`src/rtl/fpu_align_pkg.sv`:
```
// ============================================================================
// Module   : fpu_align_pkg
// Brief    : Shared select encoding and constants for the aligned-fraction
//            select stage.
// Revision : 1.0
// ============================================================================
`default_nettype none

package fpu_align_pkg;

    typedef enum logic [1:0] {
        FRAC_SEL_PASS = 2'b00,
        FRAC_SEL_ZERO = 2'b01,
        FRAC_SEL_ONE  = 2'b10,
        FRAC_SEL_HOLD = 2'b11
    } frac_sel_t;

    // Upper bound on fraction width that one_constant can represent.
    localparam int MAX_FRAC_WIDTH = 128;

    // 1.0 in [x.xxx...] format: integer bit (MSB of a width-bit field) set.
    function automatic logic [MAX_FRAC_WIDTH-1:0] one_constant(input int width);
        logic [MAX_FRAC_WIDTH-1:0] r_one;
        r_one = {{(MAX_FRAC_WIDTH-1){1'b0}}, 1'b1};
        return r_one << (width - 1);
    endfunction

endpackage

`default_nettype wire

```
`src/rtl/aligned_fraction_lane_mux.sv`:
```
// ============================================================================
// Module   : aligned_fraction_lane_mux
// Brief    : Single-lane combinational source select (pass/zero/one/hold)
//            with zero detect on the resolved value.
// Revision : 1.0
// ============================================================================
`default_nettype none

module aligned_fraction_lane_mux
    import fpu_align_pkg::*;
#(
    parameter int FRAC_WIDTH = 24
) (
    input  frac_sel_t              i_select,
    input  logic [FRAC_WIDTH-1:0]  i_fraction,
    input  logic [FRAC_WIDTH-1:0]  i_hold,
    output logic [FRAC_WIDTH-1:0]  o_fraction,
    output logic                   o_is_zero
);

    localparam logic [MAX_FRAC_WIDTH-1:0] c_ONE_FULL = one_constant(FRAC_WIDTH);
    localparam logic [FRAC_WIDTH-1:0]     c_ONE      = c_ONE_FULL[FRAC_WIDTH-1:0];

    always_comb begin
        o_fraction = '0;
        case (i_select)
            FRAC_SEL_PASS: o_fraction = i_fraction;
            FRAC_SEL_ZERO: o_fraction = '0;
            FRAC_SEL_ONE:  o_fraction = c_ONE;
            FRAC_SEL_HOLD: o_fraction = i_hold;
            default:       o_fraction = '0;
        endcase
    end

    assign o_is_zero = ~|o_fraction;

endmodule

`default_nettype wire

```
`src/rtl/aligned_fraction_select_stage.sv`:
```
// ============================================================================
// Module   : aligned_fraction_select_stage
// Brief    : Registered multi-lane aligned-fraction selector with per-lane hold
//            registers and a 2-entry (main + skid) valid/ready buffer.
// Revision : 1.0
// ============================================================================
`default_nettype none

module aligned_fraction_select_stage
    import fpu_align_pkg::*;
#(
    parameter int FRAC_WIDTH = 24,
    parameter int LANES      = 2
) (
    input  logic                         clk,
    input  logic                         reset,
    input  logic                         in_valid,
    output logic                         in_ready,
    input  logic [2*LANES-1:0]           in_select,
    input  logic [FRAC_WIDTH*LANES-1:0]  in_fraction,
    output logic                         out_valid,
    input  logic                         out_ready,
    output logic [FRAC_WIDTH*LANES-1:0]  out_fraction,
    output logic [LANES-1:0]             out_is_zero
);

    logic [FRAC_WIDTH*LANES-1:0] w_res_frac;
    logic [LANES-1:0]            w_res_zero;
    logic                        w_accept;
    logic                        w_fire;

    logic                        r_m_valid;
    logic [FRAC_WIDTH*LANES-1:0] r_m_frac;
    logic [LANES-1:0]            r_m_zero;
    logic                        r_s_valid;
    logic [FRAC_WIDTH*LANES-1:0] r_s_frac;
    logic [LANES-1:0]            r_s_zero;
    logic [FRAC_WIDTH*LANES-1:0] r_hold;

    for (genvar gi = 0; gi < LANES; gi++) begin : g_lane
        aligned_fraction_lane_mux #(
            .FRAC_WIDTH (FRAC_WIDTH)
        ) u_lane_mux (
            .i_select   (frac_sel_t'(in_select[2*gi +: 2])),
            .i_fraction (in_fraction[FRAC_WIDTH*gi +: FRAC_WIDTH]),
            .i_hold     (r_hold[FRAC_WIDTH*gi +: FRAC_WIDTH]),
            .o_fraction (w_res_frac[FRAC_WIDTH*gi +: FRAC_WIDTH]),
            .o_is_zero  (w_res_zero[gi])
        );
    end

    // Ready depends only on skid occupancy, so out_ready never reaches in_ready.
    assign in_ready = ~r_s_valid;
    assign w_accept = in_valid & in_ready;
    assign w_fire   = r_m_valid & out_ready;

    always_ff @(posedge clk or posedge reset) begin
        if (reset) begin
            r_m_valid <= 1'b0;
            r_m_frac  <= '0;
            r_m_zero  <= '1;
            r_s_valid <= 1'b0;
            r_s_frac  <= '0;
            r_s_zero  <= '1;
        end else begin
            if (w_fire && r_s_valid) begin
                r_m_frac  <= r_s_frac;
                r_m_zero  <= r_s_zero;
                r_s_valid <= 1'b0;
            end else if (w_accept && (w_fire || !r_m_valid)) begin
                r_m_valid <= 1'b1;
                r_m_frac  <= w_res_frac;
                r_m_zero  <= w_res_zero;
            end else if (w_accept) begin
                r_s_valid <= 1'b1;
                r_s_frac  <= w_res_frac;
                r_s_zero  <= w_res_zero;
            end else if (w_fire) begin
                r_m_valid <= 1'b0;
            end
        end
    end

    always_ff @(posedge clk or posedge reset) begin
        if (reset) begin
            r_hold <= '0;
        end else if (w_accept) begin
            r_hold <= w_res_frac;
        end
    end

    assign out_valid    = r_m_valid;
    assign out_fraction = r_m_frac;
    assign out_is_zero  = r_m_zero;

endmodule

`default_nettype wire

```
`config.mk`:
```
export PLATFORM = sky130hd
export DESIGN_NAME = aligned_fraction_select_stage
export DESIGN_NICKNAME = d
export VERILOG_FILES = /design/src/rtl/fpu_align_pkg.sv /design/src/rtl/aligned_fraction_lane_mux.sv /design/src/rtl/aligned_fraction_select_stage.sv
export SDC_FILE = /design/constraint.sdc
export NUM_CORES = 1
export LEC_CHECK = 0
export CAP_MARGIN = 20
export CORE_MARGIN = 5
export CORE_UTILIZATION = 53
export DETAILED_ROUTE_END_ITERATION = 10
export PLACE_DENSITY = 0.87
export SYNTH_ARGS = -nofsm -noshare
export SYNTH_HDL_FRONTEND = slang
export SYNTH_SLANG_ARGS = --single-unit
```
`constraint.sdc`:
```
create_clock -name clk -period 6.05 [get_ports clk]
set_input_delay 1.21 -clock clk [delete_from_list [all_inputs] [get_ports clk]]
set_output_delay 1.21 -clock clk [all_outputs]
set_load 0.02 [all_outputs]
```
# Word level (Yosys, flattened, before mapping)
# Index checks and enable logic that the tools add are counted.
# word_totals
wordCells	48
input_bits	56
ff_bits	150
out_inout_bits	52
# classes
eq_ne	8
n_reduce_logical	16
bitwise	5
muxes	12
# op_table
operator	count
24-bit one-hot mux with 4 select lines	2
48-bit 2-to-1 mux	2
24-bit OR reduction	2
2-bit == test, second input constant	4
1-bit 2-to-1 mux	6
3-bit AND reduction	2
2-bit nonzero test	3
2-bit by 1-bit == test with 1-bit output, second input constant	2
2-bit logical NOT	2
2-bit 2-to-1 mux	2
1-bit logical NOT	3
1-bit NOT	3
1-bit AND	2
1-bit logical AND	2
2-bit by 1-bit inequality test with 1-bit output, second input constant	1
2-bit inequality test, second input constant	1
2-bit AND reduction	1
1-bit logical OR	1

# Depth between registers and ports, before layout
# logic_depth
word_depth	6
ltp_mapped	7
depth_no_buf	5

# Hierarchy
# Synthesis repeated with hierarchy kept, for this count alone.
# unflattened
cells_unflattened	600
area_unflattened_um2	6695.2
# modules_own_cells
module	seq_area_each_um2	cells_each	n_inst	area_each_um2
aligned_fraction_select_stage	3758.6	496	1	5934.4
aligned_fraction_lane_mux	0.0	52	2	380.4

# Worst setup path after synthesis
# No wires, ideal clock.
# synth_path
path_type	in2reg
startpoint	input port in_select[2]
endpoint	register r_m_frac[36] (netlist: out_fraction[36])
path_buffers	2
stages	6
required_ns	5.924
setup_ns	0.126
path_slack_ns	3.785
arrival_ns	2.139
path_cell_list	and2_1 > buf_2 > buf_6 > a22oi_1 > nor2_1 > a221o_1
# synth_between
elab_chain_len	4
word_cells_on_any_way	7
cone_classes	3 x eq/ne; 3 x mux; 1 x reduce/logical
# synth_rtl
item	line_no	source
start: declaration	aligned_fraction_select_stage.sv:19	input logic [2*LANES-1:0] in_select,
2-bit == test, or another cell as far along	aligned_fraction_lane_mux.sv:26	case (i_select)
24-bit one-hot mux with 4 select lines *	aligned_fraction_lane_mux.sv:26	
48-bit 2-to-1 mux *	aligned_fraction_select_stage.sv:70	end else if (w_accept && (w_fire || !r_m_valid)) begin
48-bit 2-to-1 mux *	aligned_fraction_select_stage.sv:66	if (w_fire && r_s_valid) begin
end signal: assignment	aligned_fraction_select_stage.sv:67	r_m_frac <= r_s_frac;
end signal: assignment	aligned_fraction_select_stage.sv:72	r_m_frac <= w_res_frac;
end: declaration	aligned_fraction_select_stage.sv:33	logic [FRAC_WIDTH*LANES-1:0] r_m_frac;
# Every way passes the cells marked *; elsewhere a longest branch is shown, timed or not. The select of a mux whose other input is x is not followed.
# A chain may end at the register's enable or synchronous reset.

# Worst setup path after layout
# layout_path
startpoint	input port in_valid
endpoint	register r_m_frac[33] (netlist: out_fraction[33])
# layout_between
elab_chain_len	3
# layout_rtl
item	line_no	source
start: declaration	aligned_fraction_select_stage.sv:17	input logic in_valid,
1-bit AND	aligned_fraction_select_stage.sv:54	assign w_accept = in_valid & in_ready;
1-bit logical AND	aligned_fraction_select_stage.sv:70	
2-bit nonzero test (no line)	n/a	
# No other way between the ends.

==> results by group <==
Detailed routing
  • Residual DRC: 0
  • WL/cell: 19.94 um
  • Vias: 5303
  • Initial DRC count: 582
  • Drt pass-1 iters: 6
  • Vias per cell: 6.261
  • Post-route ant nets: 0
  • Final WL: 16.89 mm

Clock network
  • Clock transition at path regs: 0.06 ns
  • CTS tree: built
  • PostCTS Resize Cnt: 0
  • CTS buffer count: 17
  • Clock latency on the worst-skew pair: 0.42 ns
  • H-tree depth: 4
  • Setup Buffers After CTS: 0
  • Clock tree buffer depth: 2
  • Hold buffers post-CTS: 0
  • Clock root buffer: clkbuf_16
  • Clock sink count: 150

Synthesis
  • Synth area leaders: dfrtp_1 (59%), o21ai_0 (11%), a22oi_1 (11%)
  • Netlist cell types: 28
  • Mapped Cells: 608
  • Post-synthesis sequential area ratio: 60.48%
  • Mean Syn Cell Area: 10.22 um2
  • Synth Cell Area: 0.006215 mm2
  • Syn nets: 664
  • Top cell type's share of synthesized area: 58.79%
  • Synth warn: 0
  • Seq cells post-synth: 150
  • Leading area contributor after synthesis: dfrtp_1

Power
  • Pwr Total: 4.365 mW
  • Clock power frac: 26.8%
  • Seq pwr share: 40.3%
  • Worst vdd ir: 0.3938 mV
  • Internal power: 2.846 mW
  • Sw Share: 34.80%
  • Power density cells: 544.4 mW/mm2
  • Pleak: 3.375 nW
  • Combinational share of power: 32.9%
  • NetSw: 1.519 mW

Setup path
  • Setup CP Type: input port to flip-flop
  • Crit start category: input port
  • Data required time of the critical path: 6.37 ns
  • RR Endpoint: out_fraction[33]
  • Critical Path AT: 3.75 ns
  • RR Startpoint: r_s_valid
  • R2r worst-path depth: 7
  • Critical path endpoint category: flip-flop
  • Reg2reg setup slack: 3.50 ns
  • Maximum fanout along the worst path: 99

Cells and area
  • Final net count: 751
  • Layout area overhead: 29.03%
  • Final core utilization: 69.93%
  • Layout Cells excl Fill: 847
  • Diode count: 0
  • Post-Layout Inst Area: 0.008019 mm2
  • Share of post-route cells with drive strength above 1: 6.818%

Floorplan
  • Die width: 118.3 um
  • Die area: 0.01399 mm2
  • Die height: 118.3 um
  • Core ar.: 0.01147 mm2
  • Initial core utilization: 54.20%
  • Cell Rows: 39
  • IO Count: 108

Timing
  • RSZ-0062 raised after global routing: no
  • Fin crit period: 3.436 ns
  • Max transition margin: 41.06%
  • Max Freq: 291.0 MHz
  • Setup TNS: 0 ns
  • Clk_skew: 0.006035 ns
  • Slew of the pin with the lowest slew margin: 0.8841 ns
  • Final Cycle Share: 56.80%
  • Endpoints failing setup: 0
  • Max Slew Vio Count: 0
  • Fin. Hold Viols: 0

GRT
  • GR Util All Layers: 24.47%
  • Initial antenna violation count: 0
  • Largest net degree at the start of global routing: 102
  • Number of global-route vias before repair: 5410
  • GRT overflow: 0
  • First-pass GRT wire length: 27.91 mm

Hold path
  • WHS Endpoint: r_s_zero[1]
  • Hold depth: 2
  • Worst hold path class: flip-flop to flip-flop
  • Hold path startpoint: r_s_zero[1]

Place
  • Inst Count DP: 818
  • Post-DP HPWL: 10.80 mm
  • Placer Congestion: 0.9265
  • Dpl cell area: 0.007355 mm2
  • I/O Buffers: 107

Job
  • Max_cap viols: 0

Status
  • Status: finished clean
sequential cells by signal (all words and copies together), names as in the netlist:
register      flops
out_fraction     48
out_is_zero       2
out_valid         1
r_hold           48
r_s_frac         48
r_s_valid         1
r_s_zero          2
per-stage QoR:
stage               hold WS (ns)  setup slack [ns]
finish                    0.4725             2.614
detailed placement        0.4647             2.215
floorplan                 0.4413            0.8102
CTS                       0.4727             2.597
global route              0.4928             2.393
global placement          0.4499             2.090
cells in the mapped netlist, drive strengths merged:
library cell / number
dfrtp: 146
o21ai: 140
nand2: 103
a22oi: 87
clkbuf: 29
nor2: 19
nor4: 19
buf: 18
a221o: 11
a21oi: 6
nand3: 5
dfstp: 4
inv: 4
nand4: 3
and2: 2
nand2b: 2
nor2b: 2
nor3: 2
a21boi: 1
a31oi: 1
and3: 1
o41ai: 1
or2: 1
or4: 1
layout make-up:
type / count / area, um2
flip-flops and latches: 150 / 3759
fillers: 800 / 3448
multi-input cells: 407 / 2253
repair buffers: 115 / 1164
clock buffers: 18 / 439.2
clock inverters: 10 / 205.2
well taps: 143 / 178.9
inverters: 4 / 20.02
metal layers:
layer	part of all wire (%)	GRT usage (%)	up-vias
met5	0	0	-
met4	1.8	7.384	0
met3	8.9	7.545	34
met2	50	40.19	277
met1	40	31.39	2605
li1	-	-	2387
power groups by stage:
stage	clock network (mW)	logic, mW	registers [mW]
3_3_place_gp	0	1.34	1.73
4_1_cts	1.18	1.43	1.75
6_report	1.17	1.43	1.76
2_1_floorplan	0	0.624	1.89
5_1_grt	1.22	1.57	1.81
3_5_place_dp	0	1.42	1.76
cells by family after synthesis:
| logic type | count (synthesis) | share of synthesized area [%] |
|---|---|---|
| AOI/OAI and AO/OA | 247 | 24.70 |
| buffers and inverters | 51 | 3.584 |
| DFF | 150 | 60.48 |
| and+or+nand+nor | 160 | 11.23 |
worst max path at each step:
stage	startpoint	end	slack, ns	cells after the start
3_3_place_gp	in_valid	out_fraction[12]	2.09	7
6_report	in_valid	out_fraction[33]	2.61	8
5_1_grt	in_valid	out_fraction[32]	2.39	8
3_5_place_dp	in_valid	out_fraction[10]	2.22	8
4_1_cts	in_valid	out_fraction[21]	2.60	8
2_1_floorplan	reset	out_fraction[0]	0.81	1
worst max-delay path, stage by stage:
cell and delay (ns):
clkdlybuf4s50_1 0.51, nand2b_2 0.11, buf_4 0.64, a21oi_1 0.19, nor2_4 0.61, buf_16 0.26
a22oi_1 0.10, o21ai_0 0.11
cells in the final DEF (no fill, tap or decap), types with 2 or more instances in the layout:
cell type	count
o21ai_0	138
a221o_1	11
clkinv_2	2
nand3_1	5
nor2_1	18
a21oi_1	6
clkdlybuf4s50_1	107
dfstp_2	4
nor4_1	19
and2_1	2
buf_4	6
inv_1	3
o21ai_1	2
bufinv_16	6
nor3_1	2
clkinvlp_4	2
nand4_1	2
dfrtp_1	146
clkbuf_16	17
nor2b_1	2
nand2_1	103
a22oi_1	87
No activity file was read; power rests on OpenSTA's default activity.
